<file path="src/rtl/uart_pkg.sv">
// Shared UART definitions: FSM state encoding and parity mode values,
// common to the transmit engine and a future receive engine.
package uart_pkg;

  typedef enum logic [2:0] {
    IDLE   = 3'd0,
    REQ    = 3'd1,
    WAIT   = 3'd2,
    START  = 3'd3,
    DATA   = 3'd4,
    PARITY = 3'd5,
    STOP   = 3'd6
  } tx_state_e;

  localparam bit PARITY_MODE_EVEN = 1'b0;
  localparam bit PARITY_MODE_ODD  = 1'b1;

  // Parity bit from the XOR-reduction of the data word and the selected mode.
  function automatic logic parity_bit(input logic data_xor, input bit mode);
    return data_xor ^ mode;
  endfunction

endpackage

</file>
<file path="src/rtl/uart_tx_engine_if.sv">
// FIFO read handshake plus serial-side status of the UART transmit engine.
interface uart_tx_engine_if #(
  parameter int DATA_BITS = 8
);
  logic [DATA_BITS-1:0] fifo_data;
  logic                 fifo_empty;
  logic                 fifo_rd_en;
  logic                 tx;
  logic                 busy;
  logic                 tx_done;

  modport master (
    input  fifo_data,
    input  fifo_empty,
    output fifo_rd_en,
    output tx,
    output busy,
    output tx_done
  );

  modport slave (
    output fifo_data,
    output fifo_empty,
    input  fifo_rd_en,
    input  tx,
    input  busy,
    input  tx_done
  );
endinterface

</file>
<file path="src/rtl/uart_baud_gen.sv">
// Bit-period counter: counts 0..CLKS_PER_BIT-1, restartable, flags the last
// and second-to-last cycle of every bit period.
module uart_baud_gen #(
  parameter int CLKS_PER_BIT = 868
) (
  input  logic clk,
  input  logic reset_n,
  input  logic restart,
  output logic bit_end,
  output logic bit_pre_end
);

  localparam int CNT_W = (CLKS_PER_BIT > 1) ? $clog2(CLKS_PER_BIT) : 1;
  localparam logic [CNT_W-1:0] CNT_LAST = CNT_W'(CLKS_PER_BIT - 1);
  localparam logic [CNT_W-1:0] CNT_PRE  = CNT_W'(CLKS_PER_BIT - 2);

  logic [CNT_W-1:0] cnt_reg;

  always_ff @(posedge clk or negedge reset_n) begin
    if (!reset_n) begin
      cnt_reg <= '0;
    end else if (restart || (cnt_reg == CNT_LAST)) begin
      cnt_reg <= '0;
    end else begin
      cnt_reg <= cnt_reg + CNT_W'(1);
    end
  end

  assign bit_end     = (cnt_reg == CNT_LAST);
  // Lets the engine register a pulse that lands in the last cycle of a bit.
  assign bit_pre_end = (cnt_reg == CNT_PRE);

endmodule

</file>
<file path="src/rtl/uart_tx_engine.sv">
// UART transmit serializer: pops one word from the upstream FIFO and sends
// start, LSB-first data, optional parity and stop bits. All outputs registered.
module uart_tx_engine
  import uart_pkg::*;
#(
  parameter int CLKS_PER_BIT = 868,
  parameter int DATA_BITS    = 8,
  parameter int PARITY_EN    = 0,
  parameter int PARITY_ODD   = 0,
  parameter int STOP_BITS    = 1
) (
  input  logic              clk,
  input  logic              reset_n,
  uart_tx_engine_if.master  bus
);

  localparam int IDX_W    = $clog2(DATA_BITS + 1);
  localparam bit PAR_MODE = (PARITY_ODD != 0) ? PARITY_MODE_ODD : PARITY_MODE_EVEN;

  tx_state_e            state_reg, state_next;
  logic [DATA_BITS-1:0] shift_reg, shift_next;
  logic                 parity_reg, parity_next;
  logic [IDX_W-1:0]     bit_idx_reg, bit_idx_next;
  logic                 stop_idx_reg, stop_idx_next;
  logic                 tx_reg, tx_next;
  logic                 rd_en_reg, rd_en_next;
  logic                 busy_reg, busy_next;
  logic                 done_reg, done_next;
  logic                 baud_restart;
  logic                 bit_end;
  logic                 bit_pre_end;
  logic                 last_stop;

  uart_baud_gen #(
    .CLKS_PER_BIT (CLKS_PER_BIT)
  ) u_baud_gen (
    .clk         (clk),
    .reset_n     (reset_n),
    .restart     (baud_restart),
    .bit_end     (bit_end),
    .bit_pre_end (bit_pre_end)
  );

  assign last_stop = (stop_idx_reg == 1'(STOP_BITS - 1));

  always_ff @(posedge clk or negedge reset_n) begin
    if (!reset_n) begin
      state_reg    <= IDLE;
      shift_reg    <= '0;
      parity_reg   <= 1'b0;
      bit_idx_reg  <= '0;
      stop_idx_reg <= 1'b0;
      tx_reg       <= 1'b1;
      rd_en_reg    <= 1'b0;
      busy_reg     <= 1'b0;
      done_reg     <= 1'b0;
    end else begin
      state_reg    <= state_next;
      shift_reg    <= shift_next;
      parity_reg   <= parity_next;
      bit_idx_reg  <= bit_idx_next;
      stop_idx_reg <= stop_idx_next;
      tx_reg       <= tx_next;
      rd_en_reg    <= rd_en_next;
      busy_reg     <= busy_next;
      done_reg     <= done_next;
    end
  end

  always_comb begin
    state_next    = state_reg;
    shift_next    = shift_reg;
    parity_next   = parity_reg;
    bit_idx_next  = bit_idx_reg;
    stop_idx_next = stop_idx_reg;
    baud_restart  = 1'b0;
    done_next     = 1'b0;

    case (state_reg)
      IDLE: begin
        if (!bus.fifo_empty) state_next = REQ;
      end
      REQ: begin
        state_next = WAIT;
      end
      WAIT: begin
        // FIFO output is valid now; parity is frozen here so later FIFO
        // activity cannot disturb the frame.
        state_next   = START;
        shift_next   = bus.fifo_data;
        parity_next  = parity_bit(^bus.fifo_data, PAR_MODE);
        baud_restart = 1'b1;
      end
      START: begin
        if (bit_end) begin
          state_next   = DATA;
          bit_idx_next = '0;
        end
      end
      DATA: begin
        if (bit_end) begin
          shift_next = shift_reg >> 1;
          if (bit_idx_reg == IDX_W'(DATA_BITS - 1)) begin
            state_next    = (PARITY_EN != 0) ? PARITY : STOP;
            stop_idx_next = 1'b0;
          end else begin
            bit_idx_next = bit_idx_reg + IDX_W'(1);
          end
        end
      end
      PARITY: begin
        if (bit_end) begin
          state_next    = STOP;
          stop_idx_next = 1'b0;
        end
      end
      STOP: begin
        done_next = last_stop && bit_pre_end;
        if (bit_end) begin
          if (last_stop) state_next = IDLE;
          else           stop_idx_next = 1'b1;
        end
      end
      default: begin
        state_next = IDLE;
      end
    endcase

    // Outputs follow the upcoming state so they change on the same edge.
    case (state_next)
      START:   tx_next = 1'b0;
      DATA:    tx_next = shift_next[0];
      PARITY:  tx_next = parity_next;
      default: tx_next = 1'b1;
    endcase
    rd_en_next = (state_next == REQ);
    busy_next  = (state_next != IDLE);
  end

  assign bus.tx         = tx_reg;
  assign bus.fifo_rd_en = rd_en_reg;
  assign bus.busy       = busy_reg;
  assign bus.tx_done    = done_reg;

endmodule

</file>
<file path="src/flat_wrapper.sv">
// flat-port wrapper written by rule: the top's interface ports become plain ports
module uart_tx_engine_flat import uart_pkg::*;
#(
  parameter int CLKS_PER_BIT = 868,
  parameter int DATA_BITS    = 8,
  parameter int PARITY_EN    = 0,
  parameter int PARITY_ODD   = 0,
  parameter int STOP_BITS    = 1
)
  (clk, reset_n, bus_fifo_data, bus_fifo_empty, bus_fifo_rd_en, bus_tx, bus_busy, bus_tx_done);
  uart_tx_engine_if #(.DATA_BITS(DATA_BITS)) bus_i ();
  input  logic clk;
  input  logic reset_n;
  input wire logic [$bits(bus_i.fifo_data)-1:0] bus_fifo_data;
  input wire logic [$bits(bus_i.fifo_empty)-1:0] bus_fifo_empty;
  output wire logic [$bits(bus_i.fifo_rd_en)-1:0] bus_fifo_rd_en;
  output wire logic [$bits(bus_i.tx)-1:0] bus_tx;
  output wire logic [$bits(bus_i.busy)-1:0] bus_busy;
  output wire logic [$bits(bus_i.tx_done)-1:0] bus_tx_done;
  assign bus_i.fifo_data = bus_fifo_data;
  assign bus_i.fifo_empty = bus_fifo_empty;
  assign bus_fifo_rd_en = bus_i.fifo_rd_en;
  assign bus_tx = bus_i.tx;
  assign bus_busy = bus_i.busy;
  assign bus_tx_done = bus_i.tx_done;
  uart_tx_engine #(.CLKS_PER_BIT(CLKS_PER_BIT), .DATA_BITS(DATA_BITS), .PARITY_EN(PARITY_EN), .PARITY_ODD(PARITY_ODD), .STOP_BITS(STOP_BITS)) u_core (.clk(clk), .reset_n(reset_n), .bus(bus_i));
endmodule
</file>
<file path="config.mk">
export PLATFORM = sky130hd
export DESIGN_NAME = uart_tx_engine_flat
export DESIGN_NICKNAME = d
export VERILOG_FILES = /design/src/rtl/uart_pkg.sv /design/src/rtl/uart_tx_engine_if.sv /design/src/rtl/uart_baud_gen.sv /design/src/rtl/uart_tx_engine.sv /design/src/flat_wrapper.sv
export SDC_FILE = /design/constraint.sdc
export NUM_CORES = 1
export LEC_CHECK = 0
export BUFFER_PORTS_ARGS = -buffer_cell sky130_fd_sc_hd__buf_2
export CORE_ASPECT_RATIO = 2
export CORE_MARGIN = 2
export CORE_UTILIZATION = 41
export DETAILED_ROUTE_END_ITERATION = 10
export PLACE_DENSITY_LB_ADDON = 0.25
export SLEW_MARGIN = 20
export SYNTH_ARGS = -nofsm -noshare
export SYNTH_HDL_FRONTEND = slang
export SYNTH_SLANG_ARGS = --single-unit
</file>
<file path="constraint.sdc">
create_clock -name clk -period 3.05 [get_ports clk]
set_input_delay 0.61 -clock clk [delete_from_list [all_inputs] [get_ports clk]]
set_output_delay 0.61 -clock clk [all_outputs]
set_load 0.005 [all_outputs]
</file>
==> out/qor.yml <==
global_route:
  grt_start_max_net_pins: 31
  grt_pass1_wl_um: 4950
  antenna_found_initial: 0
  grt-ovfl-total: 0
  track_usage_pct: 16.2
  grt_pass1_vias: 1147
route:
  drc_errors: 0
  drt_iter0_drc: 22
  finalWirelength_um: 2920
  drt-vias-per-instance: 5.16
  wl_per_cell_um: 13.3
  dr.pass1.iters: 4
  final_antenna_net_count: 0
  vias: 1129
logic_synthesis:
  synth_cells: 152
  synth_ff_type: "dfrtp_1"
  synth_edf_count: 0
  synth_compound_area_share_pct: 10.6
  synthAdderAreaFrac_pct: 3.14
  syn_avg_cell_area_um2: 9.97
  ys_async_sr_fraction_pct: 100
  ys_seq_elements: 30
  yosysWarnings: 0
  synth_cell_type_count: 40
  synth_xor_area_share_pct: 9.25
  netlist_area_mm2: 0.00152
  mappedNetlistNets: 166
  synth_top_family_by_area: "simple AND/OR/NAND/NOR gates"
  yosysSeqAreaShare_pct: 49.6
  muxShareOfSynthArea_pct: 1.32
  yosys.area_share.simple_pct: 23.5
worst_setup_path:
  cp-end-kind: "flop"
  crit_arrival_ns: 2.20
  rr_worst_depth: 6
  startpoint_type: "flop"
  crit_required_ns: 3.25
  crit_type: "flop to flop"
  path_max_fanout: 12
sta:
  setup_viol: 0
  fin_crit_ns: 2.00
  finalHoldViolations: 0
  fin_setup_tns_ns: 0
  fin_crit_sh_pct: 65.5
  rsz0062_at_grt: "no"
  finalMaxSlewViolations: 0
  slew_headroom_pct: 54.4
  fmax_ghz: 0.500
  worst_slew_pin_slew_ns: 0.679
  clock_skew_ns: 0.00594
cts:
  cts_tree: "done"
  clk-insertion-delay-late_ns: 0.28
  cts_root_buf: "clkbuf_8"
  cts_max_level: 2
  cts_hold_buf: 0
  clk_path_buf_depth: 2
  cts_resized: 0
  path_clk_slew_ns: 0.06
  postCtsSetupBuffers: 0
  cts_sinks: 30
  cts_made_buffers: 5
cells_and_area:
  syn2layout_area_growth_pct: 13.0
  final_nets: 183
  insertedDiodeCount: 0
  largest_register_ffs: 10
  drive_gt1_share_pct: 16.5
  fin_util_pct: 48.0
placement:
  dpl.hpwl_um: 2180
  gp_congestion: 0.791
  numPortBuffers: 14
pwr:
  combPwrFrac_pct: 20.1
  p_seq_share_pct: 51.9
  power_frac_clock_pct: 28.0
  p_int_w: 0.000794
  switching_power_w: 0.000343
  ir_worst_vdd_mv: 0.358
  p_leak_nw: 0.807
  power_w: 0.00114
  swShare_pct: 30.2
  cellPowerDensity_mw_per_mm2: 664
worst_hold_path:
  hold_class: "primary input to asynchronous set/reset pin"
floorplan:
  die_area_mm2: 0.00423
  num_io_pins: 15
  start_util_pct: 42.5
  coreArea_mm2: 0.00357
  std_cell_rows: 31
  die_h_um: 90.0
  die_w_um: 47.0
run_status:
  outcome: "finished, final reports clean"
run:
  drv_cap: 0
[critical path, cell delays in order (launching register included)]
cell     delay (ns)
dfrtp_1        0.53
nor3b_4        0.33
and4_1         0.43
nor2_4         0.09
a221o_1        0.33
mux2i_1        0.13
o21ai_1        0.07
[final timing paths]
check	startpoint	endpoint	slack (ns)
worst min-delay path	reset_n	u_core.bus.busy	0.36
worst max-delay path	u_core.state_reg[0]	u_core.bus.tx	1.05
min in group clk	u_core.shift_reg[5]	u_core.shift_reg[5]	0.49
worst min register to register	u_core.shift_reg[5]	u_core.shift_reg[5]	0.49
worst max register to register	u_core.state_reg[0]	u_core.bus.tx	1.05
max in group asynchronous	reset_n	u_core.u_baud_gen.cnt_reg[9]	2.27
[placed cells by master, fill, tap and decap left out, types with 2 or more instances in the layout]
cell type	count
a21oi_1	4
a22oi_1	6
and2_1	3
and3_1	2
and4bb_1	2
buf_2	14
clkbuf_1	2
clkbuf_8	6
dfrtp_1	29
ha_1	3
inv_1	3
mux2i_1	2
nand2_1	19
nand3_1	6
nand4_1	5
nor2_1	19
o21ai_0	6
o21ai_1	3
xnor2_1	10
xor2_1	6
[layout make-up]
type / instances / area, µm²
repair buffers: 14 / 70.1
well taps: 49 / 61.3
inverters: 4 / 15.0
fillers: 362 / 1860
clock buffers: 8 / 90.1
flip-flops and latches: 30 / 752
multi-input cells: 114 / 723
[synthesized netlist by cell type (all sizes together), types with 3 or more instances]
| cell | count | share of area (%) |
|---|---|---|
| dfrtp | 29 | 48 |
| nor2 | 21 | 5.9 |
| nand2 | 19 | 4.7 |
| o21ai | 10 | 3.6 |
| xnor2 | 10 | 5.8 |
| a22oi | 6 | 3.0 |
| nand3 | 6 | 2.0 |
| xor2 | 6 | 3.5 |
| a21oi | 5 | 1.9 |
| nand4 | 5 | 2.1 |
| inv | 4 | 0.99 |
| and2 | 3 | 1.2 |
| buf | 3 | 1.4 |
| ha | 3 | 2.5 |
[metal layers]
metal	global-route usage [%]	part of all wire, %	vias up
li1	-	-	558
met1	17.0	39	546
met2	27.6	56	20
met3	4.82	3.6	5
met4	6.94	2.0	0
met5	0	0	-
[stage by stage]
| stage | setup WS [ns] | instances | hold slack, ns | cell area (µm²) |
|---|---|---|---|---|
| after floorplan | 1.35 | 152 | 0.314 | 1520 |
| after global placement | 1.12 | 211 | 0.459 | 1620 |
| after detailed placement | 1.06 | 211 | 0.476 | 1620 |
| after CTS | 1.06 | 219 | 0.379 | 1710 |
| after global routing | 0.922 | 219 | 0.419 | 1710 |
| final | 1.05 | 219 | 0.355 | 1710 |
[logic make-up after synthesis]
family / Yosys count
multiplexers: 2
AO/OA/AOI/OAI: 25
XOR/XNOR: 16
AND/OR/NAND/NOR: 67
adder cells (fa/ha/maj): 4
buffers and inverters: 8
flip-flops: 30
[power groups by stage]
| stage | sequential, W | combinational, W | clock (W) |
|---|---|---|---|
| after floorplan | 0.000568 | 0.000185 | 0 |
| after global placement | 0.000593 | 0.000229 | 0 |
| after detailed placement | 0.000597 | 0.000231 | 0 |
| after CTS | 0.000590 | 0.000234 | 0.000334 |
| after global routing | 0.000604 | 0.000271 | 0.000351 |
| final | 0.000591 | 0.000228 | 0.000319 |
No activity file was read; power rests on OpenSTA's default activity.
